--- config.mk ---
export PLATFORM = sky130hd
export DESIGN_NAME = alu_exec_unit_flat
export DESIGN_NICKNAME = d
export VERILOG_FILES = /design/src/rtl/alu_exec_unit_if.sv /design/src/rtl/alu_exec_unit.sv /design/src/flat_wrapper.sv
export SDC_FILE = /design/constraint.sdc
export NUM_CORES = 1
export LEC_CHECK = 0
export CAP_MARGIN = 40
export CORE_MARGIN = 1.5
export CORE_UTILIZATION = 59
export CTS_BUF_LIST = sky130_fd_sc_hd__clkbuf_16
export CTS_CLUSTER_SIZE = 10
export DETAILED_ROUTE_END_ITERATION = 10
export GPL_TIMING_DRIVEN = 0
export HOLD_SLACK_MARGIN = 0.06
export PLACE_DENSITY = 0.82
export SLEW_MARGIN = 20
export SYNTH_ARGS = -nofsm -noshare
export SYNTH_HDL_FRONTEND = slang
export SYNTH_SLANG_ARGS = --single-unit
export TNS_END_PERCENT = 20
--- constraint.sdc ---
create_clock -name clk_i -period 5.1 [get_ports clk_i]
set_input_delay 0.765 -clock clk_i [delete_from_list [all_inputs] [get_ports clk_i]]
set_output_delay 0.765 -clock clk_i [all_outputs]
set_load 0.02 [all_outputs]
--- src/rtl/alu_exec_unit_if.sv ---
// Operand/result handshake bundle for alu_exec_unit.
// The master offers operations and consumes results; the slave is the execute unit.
interface alu_exec_unit_if #(
    parameter int unsigned XLEN = 32
) ();
    logic            in_valid;
    logic            in_ready;
    logic [3:0]      alu_op;
    logic [XLEN-1:0] src_a;
    logic [XLEN-1:0] src_b;
    logic            out_valid;
    logic            out_ready;
    logic [XLEN-1:0] result;
    logic            zero;

    modport master (
        output in_valid, alu_op, src_a, src_b, out_ready,
        input  in_ready, out_valid, result, zero
    );

    modport slave (
        input  in_valid, alu_op, src_a, src_b, out_ready,
        output in_ready, out_valid, result, zero
    );
endinterface

--- src/rtl/alu_exec_unit.sv ---
// Execute-stage ALU: single-cycle add/logic/compare ops, iterative shifter
// moving SHIFT_STEP bit positions per cycle, valid/ready on both sides.
module alu_exec_unit #(
    parameter int unsigned XLEN       = 32,
    parameter int unsigned SHIFT_STEP = 1
) (
    input  logic             clk_i,
    input  logic             rst_ni,
    input  logic             flush_i,
    alu_exec_unit_if.slave   bus_io
);
    localparam int unsigned    ShW  = $clog2(XLEN);
    localparam logic [ShW-1:0] Step = ShW'(SHIFT_STEP);

    localparam logic [3:0] OpAdd   = 4'b0000;
    localparam logic [3:0] OpSub   = 4'b0001;
    localparam logic [3:0] OpAnd   = 4'b0010;
    localparam logic [3:0] OpOr    = 4'b0011;
    localparam logic [3:0] OpXor   = 4'b0100;
    localparam logic [3:0] OpSlt   = 4'b0101;
    localparam logic [3:0] OpSltu  = 4'b0110;
    localparam logic [3:0] OpSll   = 4'b0111;
    localparam logic [3:0] OpSrl   = 4'b1000;
    localparam logic [3:0] OpSra   = 4'b1001;
    localparam logic [3:0] OpClear = 4'b1010;
    localparam logic [3:0] OpPass  = 4'b1111;

    typedef enum logic [1:0] {StIdle, StShift, StDone} state_e;

    state_e          state_q, state_d;
    logic [XLEN-1:0] acc_q, acc_d;
    logic [ShW-1:0]  cnt_q, cnt_d;
    logic [3:0]      op_q, op_d;
    logic [XLEN-1:0] result_q, result_d;
    logic            zero_q, zero_d;

    logic            accept;
    logic            is_shift;
    logic [ShW-1:0]  amt;
    logic [ShW-1:0]  k;
    logic [XLEN-1:0] alu_res;
    logic [XLEN-1:0] shifted;

    assign bus_io.in_ready  = (state_q == StIdle) || (state_q == StDone && bus_io.out_ready);
    assign bus_io.out_valid = (state_q == StDone);
    assign bus_io.result    = result_q;
    assign bus_io.zero      = zero_q;

    // Flush wins over a simultaneous offer, so the op is never taken.
    assign accept   = bus_io.in_valid && bus_io.in_ready && !flush_i;
    assign amt      = bus_io.src_b[ShW-1:0];
    assign is_shift = (bus_io.alu_op == OpSll) || (bus_io.alu_op == OpSrl) ||
                      (bus_io.alu_op == OpSra);

    // Shift ops reach this path only with a zero amount, so they pass A through.
    always_comb begin
        alu_res = '0;
        case (bus_io.alu_op)
            OpAdd:   alu_res = bus_io.src_a + bus_io.src_b;
            OpSub:   alu_res = bus_io.src_a - bus_io.src_b;
            OpAnd:   alu_res = bus_io.src_a & bus_io.src_b;
            OpOr:    alu_res = bus_io.src_a | bus_io.src_b;
            OpXor:   alu_res = bus_io.src_a ^ bus_io.src_b;
            OpSlt:   alu_res = {{(XLEN-1){1'b0}},
                                $signed(bus_io.src_a) < $signed(bus_io.src_b)};
            OpSltu:  alu_res = {{(XLEN-1){1'b0}}, bus_io.src_a < bus_io.src_b};
            OpSll, OpSrl, OpSra, OpPass: alu_res = bus_io.src_a;
            OpClear: alu_res = bus_io.src_a & ~bus_io.src_b;
            default: alu_res = '0;
        endcase
    end

    // The accumulator keeps A's sign bit for sra, so an arithmetic step fills correctly.
    always_comb begin
        k = (cnt_q < Step) ? cnt_q : Step;
        case (op_q)
            OpSll:   shifted = acc_q << k;
            OpSrl:   shifted = acc_q >> k;
            default: shifted = $signed(acc_q) >>> k;
        endcase
    end

    always_comb begin
        state_d  = state_q;
        acc_d    = acc_q;
        cnt_d    = cnt_q;
        op_d     = op_q;
        result_d = result_q;
        zero_d   = zero_q;

        if (flush_i) begin
            state_d = StIdle;
        end else begin
            unique case (state_q)
                StIdle, StDone: begin
                    if (state_q == StDone && bus_io.out_ready) begin
                        state_d = StIdle;
                    end
                    if (accept) begin
                        if (is_shift && amt != '0) begin
                            acc_d   = bus_io.src_a;
                            cnt_d   = amt;
                            op_d    = bus_io.alu_op;
                            state_d = StShift;
                        end else begin
                            result_d = alu_res;
                            zero_d   = (alu_res == '0);
                            state_d  = StDone;
                        end
                    end
                end
                StShift: begin
                    acc_d = shifted;
                    cnt_d = cnt_q - k;
                    if (cnt_q == k) begin
                        result_d = shifted;
                        zero_d   = (shifted == '0);
                        state_d  = StDone;
                    end
                end
                default: state_d = StIdle;
            endcase
        end
    end

    always_ff @(posedge clk_i or negedge rst_ni) begin
        if (!rst_ni) begin
            state_q  <= StIdle;
            acc_q    <= '0;
            cnt_q    <= '0;
            op_q     <= '0;
            result_q <= '0;
            zero_q   <= 1'b1;
        end else begin
            state_q  <= state_d;
            acc_q    <= acc_d;
            cnt_q    <= cnt_d;
            op_q     <= op_d;
            result_q <= result_d;
            zero_q   <= zero_d;
        end
    end
endmodule

--- src/flat_wrapper.sv ---
// flat-port wrapper written by rule: the top's interface ports become plain ports
module alu_exec_unit_flat 
#(
    parameter int unsigned XLEN       = 32,
    parameter int unsigned SHIFT_STEP = 1
)
  (clk_i, rst_ni, flush_i, bus_io_in_valid, bus_io_alu_op, bus_io_src_a, bus_io_src_b, bus_io_out_ready, bus_io_in_ready, bus_io_out_valid, bus_io_result, bus_io_zero);
  alu_exec_unit_if #(.XLEN(XLEN)) bus_io_i ();
  input  logic clk_i;
  input  logic rst_ni;
  input  logic flush_i;
  input wire logic [$bits(bus_io_i.in_valid)-1:0] bus_io_in_valid;
  input wire logic [$bits(bus_io_i.alu_op)-1:0] bus_io_alu_op;
  input wire logic [$bits(bus_io_i.src_a)-1:0] bus_io_src_a;
  input wire logic [$bits(bus_io_i.src_b)-1:0] bus_io_src_b;
  input wire logic [$bits(bus_io_i.out_ready)-1:0] bus_io_out_ready;
  output wire logic [$bits(bus_io_i.in_ready)-1:0] bus_io_in_ready;
  output wire logic [$bits(bus_io_i.out_valid)-1:0] bus_io_out_valid;
  output wire logic [$bits(bus_io_i.result)-1:0] bus_io_result;
  output wire logic [$bits(bus_io_i.zero)-1:0] bus_io_zero;
  assign bus_io_i.in_valid = bus_io_in_valid;
  assign bus_io_i.alu_op = bus_io_alu_op;
  assign bus_io_i.src_a = bus_io_src_a;
  assign bus_io_i.src_b = bus_io_src_b;
  assign bus_io_i.out_ready = bus_io_out_ready;
  assign bus_io_in_ready = bus_io_i.in_ready;
  assign bus_io_out_valid = bus_io_i.out_valid;
  assign bus_io_result = bus_io_i.result;
  assign bus_io_zero = bus_io_i.zero;
  alu_exec_unit #(.XLEN(XLEN), .SHIFT_STEP(SHIFT_STEP)) u_core (.clk_i(clk_i), .rst_ni(rst_ni), .flush_i(flush_i), .bus_io(bus_io_i));
endmodule
; ---- Word level (Yosys, flattened, before mapping)
; Index checks and enable logic that the tools add are counted.
[classes]
add_sub_neg = 3
reduce_logical = 20
bitwise = 6
shift = 3
muxes = 23
n_lt_le_gt_ge = 3
n_eq_ne = 22
[op_table]
columns = op, n
row1 = 32-bit case mux with 9 select lines, 1
row2 = 32-bit case mux with 2 select lines, 3
row3 = 32-bit 2-to-1 mux, 5
row4 = 32-bit bitwise AND, 2
row5 = 32-bit logical NOT, 2
row6 = 32-bit < comparator, 2
row7 = 32-bit adder, 1
row8 = 32-bit inverter, 1
row9 = 32-bit OR, 1
row10 = 32-bit by 5-bit << shifter with 32-bit output, 1
row11 = 32-bit by 5-bit >> shifter with 32-bit output, 1
row12 = 32-bit by 5-bit >>> shifter with 32-bit output, 1
row13 = 32-bit subtractor, 1
row14 = 32-bit bitwise XOR, 1
row15 = "4-bit by 3-bit equality test with 1-bit output, second input constant", 5
row16 = "4-bit equality test, second input constant", 5
row17 = 5-bit 2-to-1 mux, 3
row18 = 2-bit 2-to-1 mux, 5
row19 = 5-bit case mux with 2 select lines, 1
row20 = "4-bit by 2-bit equality test with 1-bit output, second input constant", 2
row21 = 4-bit AND reduction, 2
row22 = "2-bit by 1-bit inequality test with 1-bit output, second input constant", 3
row23 = 5-bit equality test, 1
row24 = "5-bit by 1-bit < comparator with 1-bit output, second input constant", 1
row25 = 22 further kinds, 29
[word_totals]
word_cells = 86
regBits = 76

; ---- Depth between registers and ports, before layout
; Gate-level depths: netlist of the first run.
[depth]
depth_word = 8
mapped_depth = 14

; ---- Least setup slack after synthesis of the first run
; No wires, ideal clock.
[synth_path]
path_type = input to register
start = input bus_io_src_b[2]
end = register u_core.zero_q (netlist: u_core.bus_io.zero)
setup_ps = 86
arrival_ps = 4011
required_ps = 5014
stages = 13
slack_ps = 1003
path_cell_list = inv_1 > ha_1 > nor2b_2 > o31ai_2 > nand2_1 > a2111oi_0 > a211oi_2 > xnor2_1 > a2111oi_2 > nand4_1 > or4_1 > or4_1 > o31ai_2
[synth_via]
elab_chain_cells = 7
elab_cells_between_ends = 18
[synth_rtl]
columns = item, line
row1 = from (decl), flat_wrapper.sv:15  ; input wire logic [$bits(bus_io_i.src_b)-1:0] bus_io_src_b;
row2 = branches (longest 7 deep; another with 32-bit subtractor), -
row3 = to (signal assigned), alu_exec_unit.sv:140  ; zero_q <= zero_d;
row4 = to (decl), alu_exec_unit.sv:35  ; logic zero_q, zero_d;
; Parallel ways; which one is timed is not known. The select of a mux whose other input is x is not followed.
; A chain may end at the register's enable or synchronous reset.

; ---- Worst setup path in the final report of the first run
[layout_path]
start = input bus_io_src_a[8]
end = register u_core.zero_q (netlist: u_core.bus_io.zero)
[layout_via]
elab_chain_cells = 6
elab_cells_between_ends = 13
[layout_rtl]
columns = item, line
row1 = from (decl), flat_wrapper.sv:14  ; input wire logic [$bits(bus_io_i.src_a)-1:0] bus_io_src_a;
row2 = 32-bit subtractor (tied with other cells), alu_exec_unit.sv:60  ; OpSub: alu_res = bus_io.src_a - bus_io.src_b;
row3 = 32-bit case mux with 9 select lines *, alu_exec_unit.sv:58  ; case (bus_io.alu_op)
row4 = 32-bit logical NOT *, alu_exec_unit.sv:107  ; zero_d = (alu_res == '0);
row5 = 1-bit 2-to-1 mux *, alu_exec_unit.sv:100  ; if (is_shift && amt != '0) begin
row6 = 1-bit 2-to-1 mux *, alu_exec_unit.sv:99  ; if (accept) begin
row7 = 1-bit case mux with 2 select lines *, alu_exec_unit.sv:94  ; unique case (state_q)
; Mark *: on every way between the ends. The rest lies on a longest branch, timed or not. The select of a mux whose other input is x is not followed.

==> run metrics, run 1 <==
status complete, no violations; core box area 17200 µm²; starting density of the core 60.4%; Distinct cells, synth 99; CP bufs+invs 3; CTS Buf Count 9; Slowest cell on crit path clkdlybuf4s50_1; syn avg cell area 7.12 µm²; Adder-Cell Fraction of Synth Area 13.3%; Synth Cell Area 10400 µm²; Hold Vio Cnt, Final 0; XOR/XNOR share of the synthesized area 1.01%; fraction of layout cells with a size suffix above 1 8.12%; crit-path cells clkdlybuf4s50_1, inv_1, ha_1, buf_2, and3_1, nand2_1, a21oi_2, nor3_1, a2111oi_0, nor2_1, nor4_2, nand4_1, or4_1, or4_1, o31ai_2; hold crit path type primary input to asynchronous set/reset pin; worst slew pin tran 0.882 ns; placement row count 48; routability cong. 1.03; Clock Pin Slew Worst Setup and Hold Paths 0.07 ns; number of synthesized flops with an enable pin 0; die area 18400 µm²; top layer in use met5; Crit Path Max Fanout 8; yosys warns 0; Final period util 99.1%; fraction of registers with async set or reset after synthesis 100%; Detail Route met2 WL 18500 µm; Avg Vias per Cell 7.16; startpoint class of the critical path primary input; Synth Instances 1461; Nets 1766; I/O Pins 108; top_reg_cell synth dfrtp_1; Post-Synth Simple-Gate Area 20.8%; Data required, critical path 5.36 ns; Slew Viols, Final 0; WS Path Type primary input to flip-flop; top post-synthesis cells by area dfrtp_1 (18%), ha_1 (13%), a21oi_1 (9.3%), o21ai_0 (7.6%), nor2_1 (5.1%); max_cap viols 0; Tmin final 5.06 ns; DRC Markers 0; largest net degree at the start of global routing 59; die width 136 µm; area occupied by multi-input gates 7820 µm²; cell taking the most area after synthesis dfrtp_1; mux share of post-synthesis cell area 4.32%; htree depth 3; Seq cells post-synth 76; Final Power 3.23 mW; clock latency on the worst-skew pair 0.34 ns; overflow left after global routing 0; DR pass1 iterations 6; worst vdd ir 0.000274 V; critical path's largest stage delay 0.73 ns; post-synthesis compound-gate area fraction 34.1%; Metal-1 WL 16300 µm; Clock Tree Buf Depth 2; critical path endpoint category flip-flop; vias in the first global route 12300; Final Routed Wirelength 44500 µm; pwr dens 262 nW/µm²; Port-buffer cells 106; Area growth syn-to-layout 18.3%; total global-route track usage 47.6%; CP delay by family, top simple AND/OR/NAND/NOR gates; largest family of logic cells by synthesized area compound AO/OA/AOI/OAI gates; Arr. time, crit path 5.32 ns; Die Y-Extent 136 µm; Placed Cells 1794; Via Count 13000; WL/cell 24.5 µm; Root Driver clkbuf_16; Worst slew margin 40.7%; share of the synthesized area in the top cell type 18.0%; Max Freq 198 MHz; post-synthesis net count 1643; Pleak 5.53 nW; first-pass GRT wire length 67200 µm; violation count after the first detailed-routing iteration 1760; initial antenna violation count 2; detailed placer's ending HPWL 33900 µm; Detail Route Antenna Nets 0; cell mode on critical path or4_1; final cell count without fillers 1815; hold buffer count at CTS 0; register area 1900 µm²; metal3 WL 6070 µm; # setup viols final 0; Worst Skew 0.00759 ns; CTS tree built; fillers 1464; Sink Count 76; sequential share of the synthesized area 18.3%
state kept, by name (all words and copies together), names as in the netlist:
signal and count:
u_core.state_q 2, u_core.bus_io.zero 1, u_core.cnt_q 5, u_core.op_q 4, u_core.bus_io.result 32, u_core.acc_q 32
per-stage QoR:
step	instance area (µm²)	hold WS, ns	setup TNS, ns	utilization, %	setup slack [ns]
finish	12300	0.296	0	71.4	0.0441
global route	12300	0.313	-0.0479	71.4	-0.0479
CTS	12200	0.306	0	70.5	0.0202
detailed placement	11800	0.470	-0.764	68.4	-0.764
global placement	11700	0.464	-0.792	68.1	-0.792
floorplan	10400	0.469	0	-	1.00
timing repair:
action                     CTS  global route
hold endpoints to repair     0             0
setup buffers                1             2
setup endpoints to repair    1             1
pin swaps                    1             3
gates resized for setup     12            31
metal layers:
layer	global-route usage [%]	vias up
li1	-	5561
met1	60.3	5908
met2	72.4	1174
met3	12.2	341
met4	29.2	4
met5	1.67	-
layout by cell type (no fill, tap or decap), types with 8 or more instances in the layout:
| cell type | n |
|---|---|
| nand3_1 | 38 |
| and2_1 | 9 |
| dlymetal6s2s_1 | 9 |
| or3_1 | 9 |
| ha_1 | 106 |
| buf_2 | 22 |
| o211ai_1 | 13 |
| o31ai_1 | 19 |
| nand4_1 | 10 |
| nand2b_1 | 10 |
| nor2_1 | 140 |
| nor2b_1 | 11 |
| buf_1 | 8 |
| clkbuf_16 | 9 |
| o21bai_1 | 12 |
| a21oi_2 | 8 |
| a31oi_1 | 14 |
| nand2_1 | 134 |
| nor4_1 | 16 |
| a21oi_1 | 187 |
| mux2i_1 | 37 |
| xnor2_1 | 12 |
| dfrtp_1 | 75 |
| a211oi_1 | 11 |
| nor3_1 | 30 |
| o21ai_1 | 10 |
| clkbuf_1 | 53 |
| o21ai_0 | 158 |
| clkdlybuf4s50_1 | 94 |
| inv_1 | 96 |
| and3_1 | 8 |
area by class of cell:
| cell class | instances | area share, % |
|---|---|---|
| Multi-Input combinational cell | 1189 | 63.5 |
| Tap cell | 225 | 2.29 |
| Antenna cell | 1 | 0.0203 |
| Timing Repair Buffer | 113 | 9.39 |
| Sequential cell | 76 | 15.5 |
| Clock inverter | 7 | 0.549 |
| Clock buffer | 9 | 1.83 |
| Buffer | 95 | 3.87 |
| Inverter | 100 | 3.05 |
power breakdown:
group	internal [mW]	leakage [nW]	switching [mW]
Sequential	0.765	0.962	0.154
Clock	0.376	0.129	0.275
Combinational	0.621	4.44	1.03
logic make-up (layout without fill, tap and decap cells):
logic type / Yosys count / in the layout
multiplexers: 44 / 44
AO/OA/AOI/OAI: 565 / 565
other: 0 / 1
buffers and inverters: 196 / 324
XOR/XNOR: 12 / 12
adder cells (fa/ha/maj): 109 / 109
flip-flops: 76 / 76
AND/OR/NAND/NOR: 459 / 459
worst register-to-register path, stage by stage, from the launching register on:
cell,delay [ns]
dfrtp_1,0.42
or3_1,0.38
clkbuf_1,0.17
o21bai_1,0.36
ha_1,0.30
inv_1,0.09
o41ai_1,0.53
o211a_1,0.39
o2111ai_1,0.19
nor4_2,0.37
nand4_1,0.18
or4_1,0.54
or4_1,0.56
o31ai_2,0.20
final timing paths:
check                                    startpoint                       end  slack [ns]  cells after the start
setup / recovery                    bus_io_src_a[8]        u_core.bus_io.zero        0.04                     15
hold / removal                               rst_ni         u_core.state_q[0]        0.30                      1
setup reg to reg                    u_core.cnt_q[2]        u_core.bus_io.zero        0.33                     13
hold reg to reg            u_core.bus_io.result[12]  u_core.bus_io.result[12]        0.48                      2
max in group asynchronous                    rst_ni        u_core.bus_io.zero        4.18                      2
min in group clk_i         u_core.bus_io.result[12]  u_core.bus_io.result[12]        0.48                      2
cell usage after synthesis, drive strengths merged (10+ instances only):
cell type    n
a21oi      195
o21ai      169
nor2       141
nand2      135
ha         107
inv        100
dfrtp       75
clkbuf      59
nand3       38
mux2i       37
buf         36
nor3        33
o31ai       22
nor4        20
a211oi      15
a31oi       14
o21bai      14
nor2b       13
o211ai      13
xnor2       12
nand2b      11
and2        10
and3        10
nand4       10
Note: power is estimated with default switching activity, not from simulation.
==> run 2: changes to the inputs <==
TNS_END_PERCENT = default   (was 20)
==> results of run 2 <==
Final layout, timing and power as in run 1 (identical DEF).
